$ cat src/rtl/deque_cmd_ctrl.sv
// Command front-end for the dual byte deque pair. Takes a command byte (and a
// payload byte for PUSH/REPLACE), drives select/strobe lines while respecting
// the deques' one-cycle registered select, and returns one response per command.
module deque_cmd_ctrl #(
  parameter int unsigned TIMEOUT = 255,
  parameter int unsigned TW      = 8
) (
  input  logic       clk,
  input  logic       rst,
  input  logic       cmd_valid,
  output logic       cmd_ready,
  input  logic [7:0] cmd_data,
  output logic       rsp_valid,
  input  logic       rsp_ready,
  output logic [7:0] rsp_data,
  output logic       rsp_err,
  input  logic [1:0] q_empty,
  input  logic [1:0] q_full,
  input  logic [7:0] q_data_out,
  output logic       q_deque_select,
  output logic       q_end_select,
  output logic       q_push,
  output logic       q_pop,
  output logic [7:0] q_data_in,
  output logic       busy
);

  typedef enum logic [2:0] {
    S_IDLE, S_PAYLOAD, S_SELECT, S_EXEC, S_RESP
  } state_t;

  typedef enum logic [1:0] {
    OP_NOP = 2'b00, OP_PUSH = 2'b01, OP_POP = 2'b10, OP_REPL = 2'b11
  } op_t;

  state_t        state, state_nx;
  op_t           op_q;
  logic [TW-1:0] to_cnt;
  logic [TW:0]   cnt_inc;
  logic          to_hit;
  logic          sel_e, sel_f;
  logic          blocked;
  logic          rd_ok;

  // Flags of the deque currently selected (select is already registered in the deque).
  assign sel_e   = q_empty[q_deque_select];
  assign sel_f   = q_full[q_deque_select];
  // PUSH is blocked by full; POP and REPLACE are blocked by empty.
  assign blocked = (op_q == OP_PUSH) ? sel_f : sel_e;
  assign rd_ok   = ((op_q == OP_POP) || (op_q == OP_REPL)) && !sel_e;

  // One extra bit so the idle-cycle count can be compared without wrapping.
  assign cnt_inc = {1'b0, to_cnt} + (TW+1)'(1);
  assign to_hit  = (TIMEOUT != 0) && (cnt_inc == (TW+1)'(TIMEOUT));

  // State register.
  always_ff @(posedge clk or posedge rst) begin
    if (rst) begin
      state <= S_IDLE;
    end else begin
      // NOTE: clocked state uses non-blocking assignments so every flop samples
      // pre-edge values regardless of block evaluation order.
      state <= state_nx;
    end
  end

  // Next-state decode and the combinational handshake/strobe outputs.
  always_comb begin
    // NOTE: every output of this block is defaulted first so no path through
    // the case statement leaves a value unassigned and infers a latch.
    state_nx  = state;
    cmd_ready = 1'b0;
    q_push    = 1'b0;
    q_pop     = 1'b0;
    unique case (state)
      S_IDLE: begin
        cmd_ready = 1'b1;
        if (cmd_valid) begin
          unique case (op_t'(cmd_data[7:6]))
            OP_NOP:  state_nx = S_RESP;
            OP_POP:  state_nx = S_SELECT;
            default: state_nx = S_PAYLOAD;
          endcase
        end
      end
      S_PAYLOAD: begin
        cmd_ready = 1'b1;
        if (cmd_valid)   state_nx = S_SELECT;
        else if (to_hit) state_nx = S_RESP;
      end
      S_SELECT: state_nx = S_EXEC;
      S_EXEC: begin
        unique case (op_q)
          OP_PUSH: q_push = !sel_f;
          OP_POP:  q_pop  = !sel_e;
          OP_REPL: begin
            // Never push into an empty deque: replace only when a slot exists.
            q_push = !sel_e;
            q_pop  = !sel_e;
          end
          default: ;
        endcase
        state_nx = S_RESP;
      end
      S_RESP: if (rsp_ready) state_nx = S_IDLE;
      default: state_nx = S_IDLE;
    endcase
    // Nothing is accepted or strobed while reset is held.
    if (rst) begin
      cmd_ready = 1'b0;
      q_push    = 1'b0;
      q_pop     = 1'b0;
    end
  end

  // Datapath registers: command latch, payload, timeout counter and response.
  always_ff @(posedge clk or posedge rst) begin
    if (rst) begin
      op_q           <= OP_NOP;
      q_deque_select <= 1'b0;
      q_end_select   <= 1'b0;
      q_data_in      <= '0;
      to_cnt         <= '0;
      rsp_valid      <= 1'b0;
      rsp_data       <= '0;
      rsp_err        <= 1'b0;
      busy           <= 1'b0;
    end else begin
      rsp_valid <= (state_nx == S_RESP);
      busy      <= (state_nx != S_IDLE);
      unique case (state)
        S_IDLE: begin
          if (cmd_valid) begin
            q_deque_select <= cmd_data[5];
            q_end_select   <= cmd_data[4];
            op_q           <= op_t'(cmd_data[7:6]);
            rsp_data       <= '0;
            rsp_err        <= 1'b0;
          end
        end
        S_PAYLOAD: begin
          if (cmd_valid) begin
            q_data_in <= cmd_data;
            to_cnt    <= '0;
          end else if (to_hit) begin
            to_cnt   <= '0;
            rsp_data <= '0;
            rsp_err  <= 1'b1;
          end else begin
            to_cnt <= to_cnt + TW'(1);
          end
        end
        S_EXEC: begin
          rsp_data <= rd_ok ? q_data_out : 8'h00;
          rsp_err  <= blocked;
        end
        default: ;
      endcase
    end
  end

endmodule

$ cat config.mk
export PLATFORM = sky130hd
export DESIGN_NAME = deque_cmd_ctrl
export DESIGN_NICKNAME = d
export VERILOG_FILES = /design/src/rtl/deque_cmd_ctrl.sv
export SDC_FILE = /design/constraint.sdc
export NUM_CORES = 1
export LEC_CHECK = 0
export ABC_CLOCK_PERIOD_IN_PS = 4100
export CELL_PAD_IN_SITES_DETAIL_PLACEMENT = 1
export CELL_PAD_IN_SITES_GLOBAL_PLACEMENT = 1
export CORE_ASPECT_RATIO = 1.1
export CORE_MARGIN = 3
export CORE_UTILIZATION = 39
export DETAILED_ROUTE_END_ITERATION = 16
export HOLD_SLACK_MARGIN = 0.02
export PLACE_DENSITY_LB_ADDON = 0.3
export SYNTH_ARGS = -nofsm -noshare
export SYNTH_HDL_FRONTEND = slang
export SYNTH_SLANG_ARGS = --single-unit
$ cat constraint.sdc
create_clock -name clk -period 4.1 [get_ports clk]
set_clock_uncertainty 0.05 [all_clocks]
set_input_delay 0.41 -clock clk [delete_from_list [all_inputs] [get_ports clk]]
set_output_delay 0.41 -clock clk [all_outputs]
set_load 0.02 [all_outputs]
After elaboration in Yosys (flattened, before gate mapping)
Index checks and enable logic that the tools add are counted.

cells by class
  add/subtract/negate cells = 2
  $lt $le $gt $ge = 1
  equal/unequal tests = 13
  multiplexer cells = 30
  reductions and logical operators = 13

operator list
  operator               count
  $mux W8                6
  $pmux W8 S3            1
  $mux W1                15
  $pmux W3 S5            1
  $mux W3                4
  $add A8 B1 Y9 const B  1
  $eq A9 B8 Y1 const B   1
  $add A8 B1 Y8 const B  1
  $eq A2 B2 Y1 const B   3
  $eq A3 B2 Y1 const B   2
  $eq A3 B3 Y1 const B   2
  $ne A2 B2 Y1 const B   3
  $pmux W3 S2            1
  $reduce_bool A3 Y1     2
  $reduce_and A2 Y1      2
  $reduce_and A4 Y1      1
  $reduce_or A2 Y1       2
  $eq A3 B1 Y1 const B   1
  $logic_not A3 Y1       1
  $pmux W1 S3            1
  $eq A2 B1 Y1 const B   1
  $logic_not A1 Y1       2
  $logic_not A2 Y1       1
  $lt A1 B2 Y1 const B   1
  3 further kinds        3

word-level totals
  bits in registers = 34
  output and inout bits = 24
  word-level logic and storage cells = 69

Depth between registers and ports, before layout
  depth after elaboration = 6
  mapped depth = 7
  mapped depth without buffers = 6

Least setup slack after synthesis
Ideal clock, no wire load.

  kind = register -> output
  start point = reg q_deque_select
  end point = out q_push
  data arrival time = 1792 ps
  slack = 1848 ps
  cell stages (with the launch flop) = 3
  buffers on the path = 0
  path through = dfrtp_1 > mux4_2 > nor4bb_1

on the way
  word-level cells in the longest chain between the ends = 6
  elaborated cells on any way between the ends = 9

ends and longest elaborated chain
  element                                         line    text
  start: declaration                              20      output logic q_deque_select,
  start signal: assignment                        134     q_deque_select <= cmd_data[5];
  $mux W1, on equally long branches (2 in a row)  46, 47
  $logic_not A1 Y1, on equally long branches      98, 94
  $pmux W1 S2 *                                   93      unique case (op_q)
  $mux W1 *                                       75      unique case (state)
  $mux W1 *                                       109     if (rst) begin
  end: declaration                                22      output logic q_push,

Mark *: on every way between the ends. The rest lies on a longest branch, timed or not. The select of a mux whose other input is x is not followed.

Worst setup path in the final report
  start point = reg state[0]
  end point = out q_pop

on the way
  word-level cells in the longest chain between the ends = 3

ends and longest elaborated chain
  element                   line  text
  start: declaration        36    state_t state, state_nx;
  start signal: assignment  63    state <= state_nx;
  $eq A3 B2 Y1              75
  $mux W1                   75
  $mux W1                   109
  end: declaration          23    output logic q_pop,

Every way passes these cells.

==> reports/metrics.yaml <==
status: "complete, no violations"
via_per_inst: 5.50
routed_wl_um: 4250
grt_pass1_wl_um: 6930
fmax_ghz: 0.353
rows: 24
grtUsageMet1: 0.223
cts_made_buffers: 5
vias: 1370
globalplace.congestion: 0.827
yosys_warnings: 0
cpPeakStageDelay_ps: 610
cts_resized: 0
grtUsageMet2: 0.308
antenna_found_initial: 0
syn_area_um2: 1650
ys.flop_type: "dfrtp_1"
setup_ws_ps: 1260
grt_pass1_vias: 1468
dieHeight_um: 74.3
layout.cells.most_common: "clkdlybuf4s50_1"
synth_fa_ha_area_frac: 0.0152
die_x_um: 68.0
clk_pin_slew_ps: 70
synth_xor_area_frac: 0.0106
synthCells: 147
grt-ovfl-total: 0
synth_top_family_by_area: "compound AO/OA/AOI/OAI gates"
syn_nets: 173
hp-class: "reg -> reg"
period_share: 0.692
layout_common_cells: "clkdlybuf4s50_1, dfrtp_1, nand2_1, mux2_2"
slew_headroom: 0.370
ys_ff_latch: 34
start_util: 0.410
setup_viol: 0
grt_max_degree: 35
async_flop_share: 1.00
ir_drop_v: 0.000356
min_period_ps: 2840
synth_edf_count: 0
drc: 0
clockBufferDepth: 2
p_per_area_nw_per_um2: 728
worstPathRequired_ps: 3640
synth_area_leader_cell: "dfrtp_1"
criticalPathCategory: "reg -> out"
io_buffers: 47
ctsHoldBuffers: 0
tns_ps: 0
antennaDiodeCount: 0
p_sw_frac: 0.401
rsz0062_at_grt: "false"
synth_area_leaders: "dfrtp_1, mux2_2, a22o_1"
cts-root-buf: "clkbuf_8"
cts.sinks: 34
p_sw_uw: 658
yosysTopAreaCellShare: 0.515
crit_chain: "nand2_1, nor2_1, and3_1, and2_1, clkdlybuf4s50_1"
worst_slew_pin_slew_ps: 936
dieArea_um2: 5050
cp_max_fo: 10
power_leakage_nw: 0.945
endpoint_kind: "primary output"
clock_latency_ps: 290
crit_arrival_ps: 2380
use_met3: 0.0574
synth_simple_gate_area_frac: 0.145
maxCapViolations: 0
nNetsFinal: 223
final_max_slew_viol_count: 0
top_usage_layer: "met2"
place_ws_ps: 1370
crit_buf_inv: 1
hold_viol_final: 0
area_growth_pct: 36.4
drtPass1Iterations: 4
synthMuxAreaShare: 0.115
cp_top_family: "simple AND/OR/NAND/NOR gates"
dr.first_iter.drc_count: 47
final_antenna_net_count: 0
place_hpwl_um: 3210
postCtsSetupRepairBufs: 0
grt_usage: 0.183
routedWlPerCell_um: 17.0
layout-drive-gt1-share: 0.147
syn_avg_cell_area_um2: 11.2
start_kind: "register"
coreArea_um2: 4020
pwr-share-clk: 0.142
io_pins: 48
ys_seq_area_frac: 0.515
seqPwrFrac: 0.378
slowest_stage: "clkdlybuf4s50_1"
comb_power_share: 0.480
intPower_uw: 982
synth-compound-area-share: 0.171
synth.distinct_cells: 39
htree_levels: 2
cts_tree: "built"
synth_stat cells (4+ instances only):
library cell	n
dfrtp_1	34
mux2_2	12
nand2_1	12
a22o_1	10
o21ai_0	10
a21oi_1	7
inv_1	7
nand3_1	7
nor2_1	6
clkbuf_1	4
nor3_1	4
worst register-to-register path: stages (launching register included):
cell and delay (ps):
dfrtp_1 450, inv_1 170, nand3_1 600, nor2_1 800
mux2_2 410
routing by layer:
layer  vias to the layer above  wire length (µm)
li1                        640                 -
met1                       698              1770
met2                        25              2240
met3                         7               175
met4                         0                57
met5                         -                 0
power by group through the flow:
stage | logic [mW] | registers [mW] | clock network [mW]
6_report | 0.787 | 0.619 | 0.234
4_1_cts | 0.800 | 0.622 | 0.239
5_1_grt | 0.855 | 0.646 | 0.256
3_5_place_dp | 0.793 | 0.627 | 0
2_1_floorplan | 0.395 | 0.696 | 0
3_3_place_gp | 0.764 | 0.612 | 0
final timing paths:
path                            slack (ps)      endpoint        start  cells past startpoint
worst max-delay path                  1260         q_pop     state[0]                      5
worst min-delay path                   450   rsp_data[5]  rsp_data[5]                      1
worst max register to register        1510  q_data_in[2]     state[2]                      4
worst min register to register         450   rsp_data[5]  rsp_data[5]                      1
max in group asynchronous             3100      state[2]          rst                      3
min in group asynchronous              580   rsp_data[2]          rst                      3
layout make-up:
class | instances | area, µm²
clock buffer | 5 | 68.8
fill | 442 | 1770
timing repair buffer | 48 | 478
tap | 52 | 65.1
multi-input combinational | 101 | 754
clock inverter | 2 | 10.0
sequential | 34 | 851
inverter | 7 | 26.3
metrics by stage:
step	power (mW)	cell area (µm²)	hold WS [ps]	util	std cells
3_5_place_dp	1.42	2170	438	0.540	242
3_3_place_gp	1.38	2170	434	0.540	242
4_1_cts	1.66	2250	454	0.560	249
6_report	1.64	2250	450	0.560	249
5_1_grt	1.76	2250	483	0.560	249
2_1_floorplan	1.09	1650	421	-	147
flip-flops by register name, indices dropped and copies added (netlist names):
signal / count
state: 3
op_q: 2
rsp_data: 8
q_deque_select: 1
rsp_err: 1
busy: 1
q_end_select: 1
to_cnt: 8
rsp_valid: 1
q_data_in: 8
logic make-up after synthesis:
| family | after synthesis |
|---|---|
| compound gates | 37 |
| xor+xnor | 2 |
| fa+ha+maj | 2 |
| buf+inv | 12 |
| flops | 34 |
| mux | 15 |
| simple gates | 45 |
(Power assumes the default switching activity.)
